===== config.mk =====
export PLATFORM = sky130hd
export DESIGN_NAME = decode_sequencer
export DESIGN_NICKNAME = d
export VERILOG_FILES = /design/src/rtl/decode_sequencer_pkg.sv /design/src/rtl/decode_sequencer_countdown.sv /design/src/rtl/decode_sequencer.sv
export SDC_FILE = /design/constraint.sdc
export NUM_CORES = 1
export LEC_CHECK = 0
export CAP_MARGIN = 20
export CELL_PAD_IN_SITES_DETAIL_PLACEMENT = 1
export CELL_PAD_IN_SITES_GLOBAL_PLACEMENT = 1
export CORE_MARGIN = 1
export CORE_UTILIZATION = 38
export CTS_BUF_LIST = sky130_fd_sc_hd__clkbuf_4 sky130_fd_sc_hd__clkbuf_8
export CTS_CLUSTER_DIAMETER = 150
export DETAILED_ROUTE_END_ITERATION = 6
export GPL_TIMING_DRIVEN = 0
export PLACE_DENSITY = 0.91
export SLEW_MARGIN = 10
export SYNTH_ARGS = -nofsm -noshare
export SYNTH_HDL_FRONTEND = slang
export SYNTH_SLANG_ARGS = --single-unit

===== constraint.sdc =====
create_clock -name clock -period 2.45 [get_ports clock]
set_input_delay 0.49 -clock clock [delete_from_list [all_inputs] [get_ports clock]]
set_output_delay 0.49 -clock clock [all_outputs]
set_load 0.01 [all_outputs]

===== src/rtl/decode_sequencer_pkg.sv =====
// Shared decode constants and sequencer state encoding for decode_sequencer.
package decode_sequencer_pkg;

    typedef enum logic [1:0] {
        SEQ_IDLE      = 2'd0,
        SEQ_MDU_BUSY  = 2'd1,
        SEQ_SYS_DRAIN = 2'd2,
        SEQ_SYS_FIRE  = 2'd3
    } seq_state_t;

    // MIPS-I opcode / SPECIAL funct encodings
    localparam logic [5:0] SPECIAL = 6'h00;
    localparam logic [5:0] SYSCALL = 6'h0C;
    localparam logic [5:0] MFHI    = 6'h10;
    localparam logic [5:0] MFLO    = 6'h12;
    localparam logic [5:0] MULT    = 6'h18;
    localparam logic [5:0] MULTU   = 6'h19;
    localparam logic [5:0] DIV     = 6'h1A;
    localparam logic [5:0] DIVU    = 6'h1B;

    // True when the decode slot holds SPECIAL with the given funct
    function automatic logic is_special_fn(input logic [5:0] op,
                                           input logic [5:0] fn,
                                           input logic [5:0] want);
        return (op == SPECIAL) && (fn == want);
    endfunction

endpackage


===== src/rtl/decode_sequencer_countdown.sv =====
// Loadable down-counter with zero flag; holds at zero rather than wrapping.
module seq_countdown #(
    parameter int CNT_W = 8
) (
    input  logic             clock,
    input  logic             reset_n,
    input  logic             load,
    input  logic             dec,
    input  logic [CNT_W-1:0] load_val,
    output logic             zero
);

    logic [CNT_W-1:0] cnt;

    // Load has priority over decrement; saturate at zero
    always_ff @(posedge clock or negedge reset_n) begin
        if (!reset_n)
            cnt <= '0;
        else if (load)
            cnt <= load_val;
        else if (dec && (cnt != '0))
            cnt <= cnt - 1'b1;
    end

    assign zero = (cnt == '0);

endmodule


===== src/rtl/decode_sequencer.sv =====
// Decode-stage sequencer: tracks the MDU busy window (stalling HI/LO readers
// and further MDU ops) and drains the pipeline before firing SYSCALL.
// Optional macro MDU_MULT_EN: MULT/MULTU/DIVU also occupy the MDU.
module decode_sequencer
    import decode_sequencer_pkg::*;
#(
    parameter int DIV_CYCLES   = 32,
    parameter int MULT_CYCLES  = 4,
    parameter int DRAIN_CYCLES = 3,
    parameter int CNT_W        = 8
) (
    input  logic       clock,
    input  logic       reset_n,
    input  logic       valid_d,
    input  logic [5:0] opcode,
    input  logic [5:0] funct,
    input  logic       stall_in,
    input  logic       flush_d,
    output logic       stall_d,
    output logic       div_start,
    output logic       mdu_busy,
    output logic       hilo_ready,
    output logic       syscall_fire
);

    localparam logic [CNT_W-1:0] DIV_LOAD   = CNT_W'(DIV_CYCLES - 1);
    localparam logic [CNT_W-1:0] MULT_LOAD  = CNT_W'(MULT_CYCLES - 1);
    localparam logic [CNT_W-1:0] DRAIN_LOAD =
        (DRAIN_CYCLES == 0) ? '0 : CNT_W'(DRAIN_CYCLES - 1);

    seq_state_t       state, next_state;
    logic             cnt_load, cnt_dec, cnt_zero;
    logic [CNT_W-1:0] cnt_load_val;

    logic dec_div, dec_sys, dec_hilo, dec_divu, dec_mult;
    logic dec_start, dec_mdu_op, issue_ok;

    assign dec_div  = is_special_fn(opcode, funct, DIV);
    assign dec_sys  = is_special_fn(opcode, funct, SYSCALL);
    assign dec_hilo = is_special_fn(opcode, funct, MFHI) |
                      is_special_fn(opcode, funct, MFLO);
`ifdef MDU_MULT_EN
    assign dec_divu = is_special_fn(opcode, funct, DIVU);
    assign dec_mult = is_special_fn(opcode, funct, MULT) |
                      is_special_fn(opcode, funct, MULTU);
`else
    assign dec_divu = 1'b0;
    assign dec_mult = 1'b0;
`endif
    assign dec_start  = dec_div | dec_divu;
    assign dec_mdu_op = dec_start | dec_mult;

    // stall_d is always 0 in IDLE, so it is left out here to keep stall_d
    // free of any path back from issue.
    assign issue_ok = valid_d & ~stall_in & ~flush_d;

    seq_countdown #(.CNT_W(CNT_W)) u_cnt (
        .clock    (clock),
        .reset_n  (reset_n),
        .load     (cnt_load),
        .dec      (cnt_dec),
        .load_val (cnt_load_val),
        .zero     (cnt_zero)
    );

    // State register
    always_ff @(posedge clock or negedge reset_n) begin
        if (!reset_n)
            state <= SEQ_IDLE;
        else
            state <= next_state;
    end

    // hilo_ready pulses the cycle after the last busy cycle
    always_ff @(posedge clock or negedge reset_n) begin
        if (!reset_n)
            hilo_ready <= 1'b0;
        else
            hilo_ready <= (state == SEQ_MDU_BUSY) && cnt_zero;
    end

    assign mdu_busy     = (state == SEQ_MDU_BUSY);
    assign syscall_fire = (state == SEQ_SYS_FIRE);

    // Next-state, counter control and decode stall
    always_comb begin
        next_state   = state;
        stall_d      = 1'b0;
        div_start    = 1'b0;
        cnt_load     = 1'b0;
        cnt_dec      = 1'b0;
        cnt_load_val = dec_mult ? MULT_LOAD : DIV_LOAD;
        case (state)
            SEQ_IDLE: begin
                if (issue_ok && dec_mdu_op) begin
                    div_start  = dec_start;
                    cnt_load   = 1'b1;
                    next_state = SEQ_MDU_BUSY;
                end else if (issue_ok && dec_sys) begin
                    if (DRAIN_CYCLES == 0) begin
                        next_state = SEQ_SYS_FIRE;
                    end else begin
                        cnt_load     = 1'b1;
                        cnt_load_val = DRAIN_LOAD;
                        next_state   = SEQ_SYS_DRAIN;
                    end
                end
            end
            SEQ_MDU_BUSY: begin
                stall_d = valid_d & (dec_hilo | dec_mdu_op | dec_sys);
                cnt_dec = 1'b1;
                if (cnt_zero)
                    next_state = SEQ_IDLE;
            end
            SEQ_SYS_DRAIN: begin
                stall_d = valid_d;
                cnt_dec = 1'b1;
                if (cnt_zero)
                    next_state = SEQ_SYS_FIRE;
            end
            SEQ_SYS_FIRE: begin
                stall_d    = valid_d;
                next_state = SEQ_IDLE;
            end
            default: next_state = SEQ_IDLE;
        endcase
    end

endmodule


==> flow_metrics.py, run 1 <==
metrics = {
    "timing": {
        "slew_viol_final": 0,
        "tightest_slew_ps": 486,
        "finalCritPeriodShare": 0.974,
        "finalHoldWorstSlack_ps": 539,
        "relSlewSlack": 0.675,
        "finalSetupViolCount": 0,
        "hold_viol": 0,
        "skew_ps": 2.18,
        "max_freq_mhz": 419,
        "min_period_ps": 2390,
        "rsz0062_at_grt": "no",
        "final.setup.tns_ps": 0,
    },
    "route": {
        "final_antenna_net_count": 0,
        "drt_iter0_drc": 11,
        "drt-vias-per-instance": 5.83,
        "vias": 839,
        "routed_wl_um": 2250,
        "drc": 0,
        "first_pass_iters": 4,
        "wl_per_cell_um": 15.6,
    },
    "cells_and_area": {
        "area_growth_pct": 37.2,
        "fillers": 248,
        "layout-drive-gt1-share": 0.188,
        "final_net_count": 141,
        "final_cells": 144,
        "antenna_cells": 0,
        "seq_area_um2": 275,
        "multi_input_comb_area_um2": 566,
    },
    "cts": {
        "clock_path_buffers": 2,
        "cts_sinks": 11,
        "insertion_delay_ps": 280,
        "tritoncts": "yes",
        "clkTransAtPathRegs_ps": 70,
        "cts-root-buf": "clkbuf_4",
        "htree_levels": 1,
        "cts_hold_buf": 0,
        "cts_made_buffers": 3,
    },
    "synth": {
        "avgSynthCellArea_um2": 9.79,
        "synth.net_count": 110,
        "ys_types": 39,
        "yosysSeqAreaShare": 0.323,
        "yosys_register_bits": 11,
        "syn_inst": 87,
        "ys.warnings.count": 0,
        "synth_area_um2": 852,
    },
    "power": {
        "p_total_mw": 1.11,
        "peakVddDrop_v": 0.000363,
        "powerDensity_nw_per_um2": 951,
        "power.leakage_nw": 0.493,
    },
    "worst_setup_path": {
        "worst_setup_path_start_kind": "primary input",
        "cp-end-kind": "primary output",
        "worst_ep_required_time_ps": 1960,
        "reg2reg_to": "u_cnt.cnt[3]",
        "crit_fanout": 3,
        "worstReg2RegStart": "u_cnt.cnt[0]",
        "rr_worst_depth": 6,
        "worstSetupPathType": "in2out",
        "arrival_ps": 1900,
        "ff2ff_setup_slack_ps": 430,
    },
    "run_status": {
        "status": "complete, no violations",
    },
    "placed_design": {
        "dp.final_hpwl_um": 1710,
        "portBuffers": 21,
        "dp.cells": 135,
        "gp_congestion": 0.788,
    },
    "die": {
        "start_util": 0.417,
        "dieArea_um2": 2440,
        "pin_count": 22,
        "fp-row-count": 16,
        "coreArea_um2": 2040,
        "die_w_um": 49.4,
        "fp.dieH_um": 49.4,
    },
    "worst_hold_path": {
        "hp-class": "in2async",
    },
    "grt": {
        "grt_pass1_wl_um": 3880,
        "grt_usage": 0.211,
        "grt_max_degree": 12,
        "grt-ovfl-total": 0,
        "antenna_found_initial": 0,
        "grt_pass1_vias": 897,
    },
    "flow_run": {
        "maxCapViolCount": 0,
    },
}
critical path: stages:
cell	delay [ps]
clkdlybuf4s50_1	440
nor4_4	310
buf_4	170
and2_4	140
and4_1	210
buf_2	140
logic make-up after synthesis:
logic type / synth area share
buffers and inverters: 0.0264
xor gates and xnor gates: 0.0206
and+or+nand+nor: 0.319
AOI/OAI and AO/OA: 0.200
DFF: 0.323
adders and majority gates: 0.0881
muxes: 0.0235
worst max path at each step:
stage                     startpoint         to  slack (ps)  cells after the start
after floorplan            opcode[5]  div_start         600                      3
after global placement     opcode[5]  div_start        -450                      5
after detailed placement   opcode[5]  div_start        -460                      5
after CTS                   funct[5]  div_start          80                      6
after global routing       opcode[2]    stall_d          20                      5
final                       funct[5]  div_start          60                      6
metal layers:
layer  up-vias  GRT usage  share of wire  wire length, µm
met4         0      0.103          0.018               40
met1       399      0.249           0.42              934
met2        36      0.381           0.52             1160
li1        399          -              -                -
met3         5     0.0156          0.049              111
met5         -          0              0                0
stage by stage:
stage          setup WS (ps)  instance area (µm²)  utilization
2_1_floorplan            604                  852            -
3_3_place_gp            -447                 1100        0.537
3_5_place_dp            -460                 1100        0.537
4_1_cts                 75.9                 1170        0.572
5_1_grt                 16.7                 1170        0.572
6_report                64.0                 1170        0.572
cell usage after synthesis (all sizes together):
cell,n,area share
o31ai,2,0.018
a41o,1,0.012
nor2,9,0.040
o21ai,5,0.034
nor3b,3,0.026
and3b,2,0.021
a21oi,3,0.018
o211ai,2,0.018
and2,2,0.015
nor2b,2,0.015
nand4,3,0.022
and4bb,2,0.029
ha,6,0.088
mux2i,2,0.023
and3,2,0.016
o221a,2,0.026
a2bb2oi,2,0.028
and4b,1,0.012
or2,1,0.0073
or3,1,0.0073
or4b,1,0.016
or4,2,0.018
nand2,1,0.0044
o22ai,1,0.0073
a41oi,1,0.010
inv,6,0.026
o2111ai,2,0.021
nor4,2,0.040
xor2,2,0.021
a22oi,1,0.0088
nor3,1,0.0059
nand2b,2,0.015
and4,1,0.010
dfrtp,11,0.32
layout make-up:
class / count / area share
timing repair buffer: 26 / 0.207
tap: 27 / 0.0289
multi-input combinational: 70 / 0.484
clock buffer: 4 / 0.0257
sequential: 11 / 0.236
inverter: 6 / 0.0193
cell usage in the layout, fill, tap and decap left out, types with 3 or more instances in the layout:
cell type | synthesis | final
ha_1 | 6 | 6
nand4_1 | 3 | 3
clkdlybuf4s50_1 | 0 | 19
o21ai_0 | 3 | 3
dfrtp_1 | 11 | 11
clkbuf_4 | 0 | 4
inv_1 | 6 | 6
buf_4 | 0 | 5
nor3b_1 | 3 | 3
nor2_1 | 9 | 9
a21oi_1 | 3 | 3
report_power, final:
part / total [mW] / leakage, nW / internal [mW] / switching [mW]
clock network: 0.140 / 0.0184 / 0.0743 / 0.0655
registers: 0.352 / 0.130 / 0.264 / 0.0880
logic: 0.620 / 0.345 / 0.312 / 0.307
registers in the layout, indices dropped and copies added, names as in the netlist:
register	count
u_cnt.cnt	8
hilo_ready	1
state	2
timing repair:
action,CTS,global route
endpoints found under the setup margin,2,0
resized for setup,7,0
buffers inserted,5,0
Power figures use the tool's default switching activity.
==> run 2: changes to the inputs <==
--- a/config.mk
+++ b/config.mk
@@ -11,7 +11,7 @@
 export CORE_MARGIN = 1
 export CORE_UTILIZATION = 38
 export CTS_BUF_LIST = sky130_fd_sc_hd__clkbuf_4 sky130_fd_sc_hd__clkbuf_8
-export CTS_CLUSTER_DIAMETER = 150
+export CTS_CLUSTER_DIAMETER = 120
 export DETAILED_ROUTE_END_ITERATION = 6
 export GPL_TIMING_DRIVEN = 0
 export PLACE_DENSITY = 0.91
==> results of run 2 <==
No change in the layout: final DEF, timing and power equal those of run 1.
==> run 3: changes to the inputs <==
--- a/config.mk
+++ b/config.mk
@@ -15,6 +15,7 @@
 export DETAILED_ROUTE_END_ITERATION = 6
 export GPL_TIMING_DRIVEN = 0
 export PLACE_DENSITY = 0.91
+export SETUP_SLACK_MARGIN = 0.15
 export SLEW_MARGIN = 10
 export SYNTH_ARGS = -nofsm -noshare
 export SYNTH_HDL_FRONTEND = slang
==> run 3 against run 2 <==
Against the previous run:
- first-iteration DRC count fell by 9.1%
- count of clock-buffer cells in the layout did not move
- utilization rose by 1.2 points
- global-route usage rose by 0.065 points
- final cell count rose by 1.4%
==> flow_metrics.py, run 3 (synthesis gave the netlist of run 1 again) <==
metrics = {
    "cts": {
        "cts_hold_buf": 0,
        "cts-root-buf": "clkbuf_4",
        "clock_path_buffers": 2,
        "htree_levels": 1,
        "cts_sinks": 11,
        "insertion_delay_ps": 270,
        "cts_made_buffers": 3,
        "tritoncts": "yes",
        "clkTransAtPathRegs_ps": 70,
    },
    "timing": {
        "hold_viol": 0,
        "max_freq_mhz": 445,
        "slew_viol_final": 0,
        "relSlewSlack": 0.675,
        "skew_ps": 2.66,
        "final.setup.worst_slack_ps": 203,
        "finalSetupViolCount": 0,
        "min_period_ps": 2250,
        "final.setup.tns_ps": 0,
        "rsz0062_at_grt": "no",
        "tightest_slew_ps": 486,
        "finalCritPeriodShare": 0.917,
    },
    "die": {
        "die_w_um": 49.4,
        "dieArea_um2": 2440,
        "coreArea_um2": 2040,
        "start_util": 0.417,
        "pin_count": 22,
        "fp-row-count": 16,
        "fp.dieH_um": 49.4,
    },
    "worst_setup_path": {
        "worst_setup_path_start_kind": "primary input",
        "worstSetupPathType": "in2out",
        "rr_worst_depth": 6,
        "ff2ff_setup_slack_ps": 440,
        "reg2reg_to": "u_cnt.cnt[3]",
        "worstReg2RegStart": "u_cnt.cnt[0]",
        "max_stage_delay_ps": 440,
        "cpMaxStageDelayCell": "clkdlybuf4s50_1",
        "crit_fanout": 3,
        "cp-end-kind": "primary output",
        "worst_ep_required_time_ps": 1960,
        "crit_chain": "clkdlybuf4s50_1, nor4_4, buf_4, and4_1, buf_2",
        "arrival_ps": 1760,
    },
    "placed_design": {
        "place_ws_ps": -460,
        "portBuffers": 21,
        "gp_congestion": 0.788,
        "dp.final_hpwl_um": 1710,
    },
    "cells_and_area": {
        "area_growth_pct": 39.9,
        "top_regs": "u_cnt.cnt (8), state (2), hilo_ready (1)",
        "antenna_cells": 0,
        "final_cell_mix": "clkdlybuf4s50_1 (14), dfrtp_1 (11), nor2_1 (9)",
        "regMostFlops": "u_cnt.cnt",
        "finish.utilization": 0.584,
        "fillers": 249,
        "final_net_count": 143,
        "final_common_cell": "clkdlybuf4s50_1",
        "largest_reg_flops": 8,
        "layout-drive-gt1-share": 0.210,
    },
    "flow_run": {
        "maxCapViolCount": 0,
    },
    "power": {
        "peakVddDrop_v": 0.000352,
        "powerDensity_nw_per_um2": 931,
        "power.leakage_nw": 0.548,
    },
    "route": {
        "drc": 0,
        "drt_iter0_drc": 10,
        "routed_wl_um": 2330,
        "first_pass_iters": 4,
        "wl_per_cell_um": 16.0,
        "vias": 849,
        "drt-vias-per-instance": 5.82,
        "final_antenna_net_count": 0,
    },
    "grt": {
        "grt_pass1_wl_um": 3900,
        "grt_usage": 0.212,
        "antenna_found_initial": 0,
        "grt_max_degree": 12,
        "grt_pass1_vias": 900,
        "grt-ovfl-total": 0,
    },
    "worst_hold_path": {
        "hp-class": "in2async",
    },
    "run_status": {
        "status": "complete, no violations",
    },
}
==> run 3: cell types whose count changed in the layout (fill, tap and decap cells not counted) <==
cell	change
dlygate4sd2_1	-1
buf_4	+2
buf_2	+1
clkdlybuf4s50_1	-5
dlymetal6s2s_1	+5
==> run 3: layout make-up <==
type	instances	area [µm²]	area share
Timing Repair Buffer	28	265	0.222
Tap cell	27	33.8	0.0283
Clock buffer	4	30.0	0.0252
Inverter	6	22.5	0.0189
Multi-Input combinational cell	70	566	0.474
Sequential cell	11	275	0.231
==> run 3: worst max path at each step <==
| stage | slack (ps) | startpoint | to | cells past startpoint |
|---|---|---|---|---|
| floorplan | 600 | opcode[5] | div_start | 3 |
| global route | 160 | opcode[0] | div_start | 5 |
| CTS | 110 | funct[5] | div_start | 6 |
| detailed placement | -460 | opcode[5] | div_start | 5 |
| finish | 200 | opcode[0] | div_start | 5 |
| global placement | -450 | opcode[5] | div_start | 5 |
==> run 3: what timing repair did <==
action                                  in CTS  in global routing
pin swaps                                    4                  4
setup buffers                                6                  1
resized for setup                           10                  5
endpoints found under the setup margin       2                  2
==> run 3: worst max-delay path: cells and delay by family <==
kind,cells,cell delay [ps]
AND/OR/NAND/NOR,2,520
buffers and inverters,3,750
==> run 3: per-layer routing <==
metal / share of wire / vias up / GRT usage
met3: 0.033 / 5 / 0.0218
li1: - / 404 / -
met5: 0 / - / 0
met4: 0.016 / 0 / 0.118
met2: 0.53 / 27 / 0.379
met1: 0.42 / 413 / 0.243
==> run 3: power breakdown <==
| group | switching, mW | internal [mW] |
|---|---|---|
| Clock | 0.0652 | 0.0743 |
| Sequential | 0.0883 | 0.264 |
| Combinational | 0.308 | 0.310 |
| Total | 0.462 | 0.648 |
==> run 3: stage by stage <==
step / instances / instance area [µm²] / hold slack (ps) / total power, mW
4_1_cts: 145 / 1170 / 555 / 1.11
3_3_place_gp: 135 / 1100 / 529 / 0.928
5_1_grt: 146 / 1190 / 584 / 1.21
6_report: 146 / 1190 / 540 / 1.11
3_5_place_dp: 135 / 1100 / 538 / 0.974
2_1_floorplan: 87 / 852 / 194 / 0.780
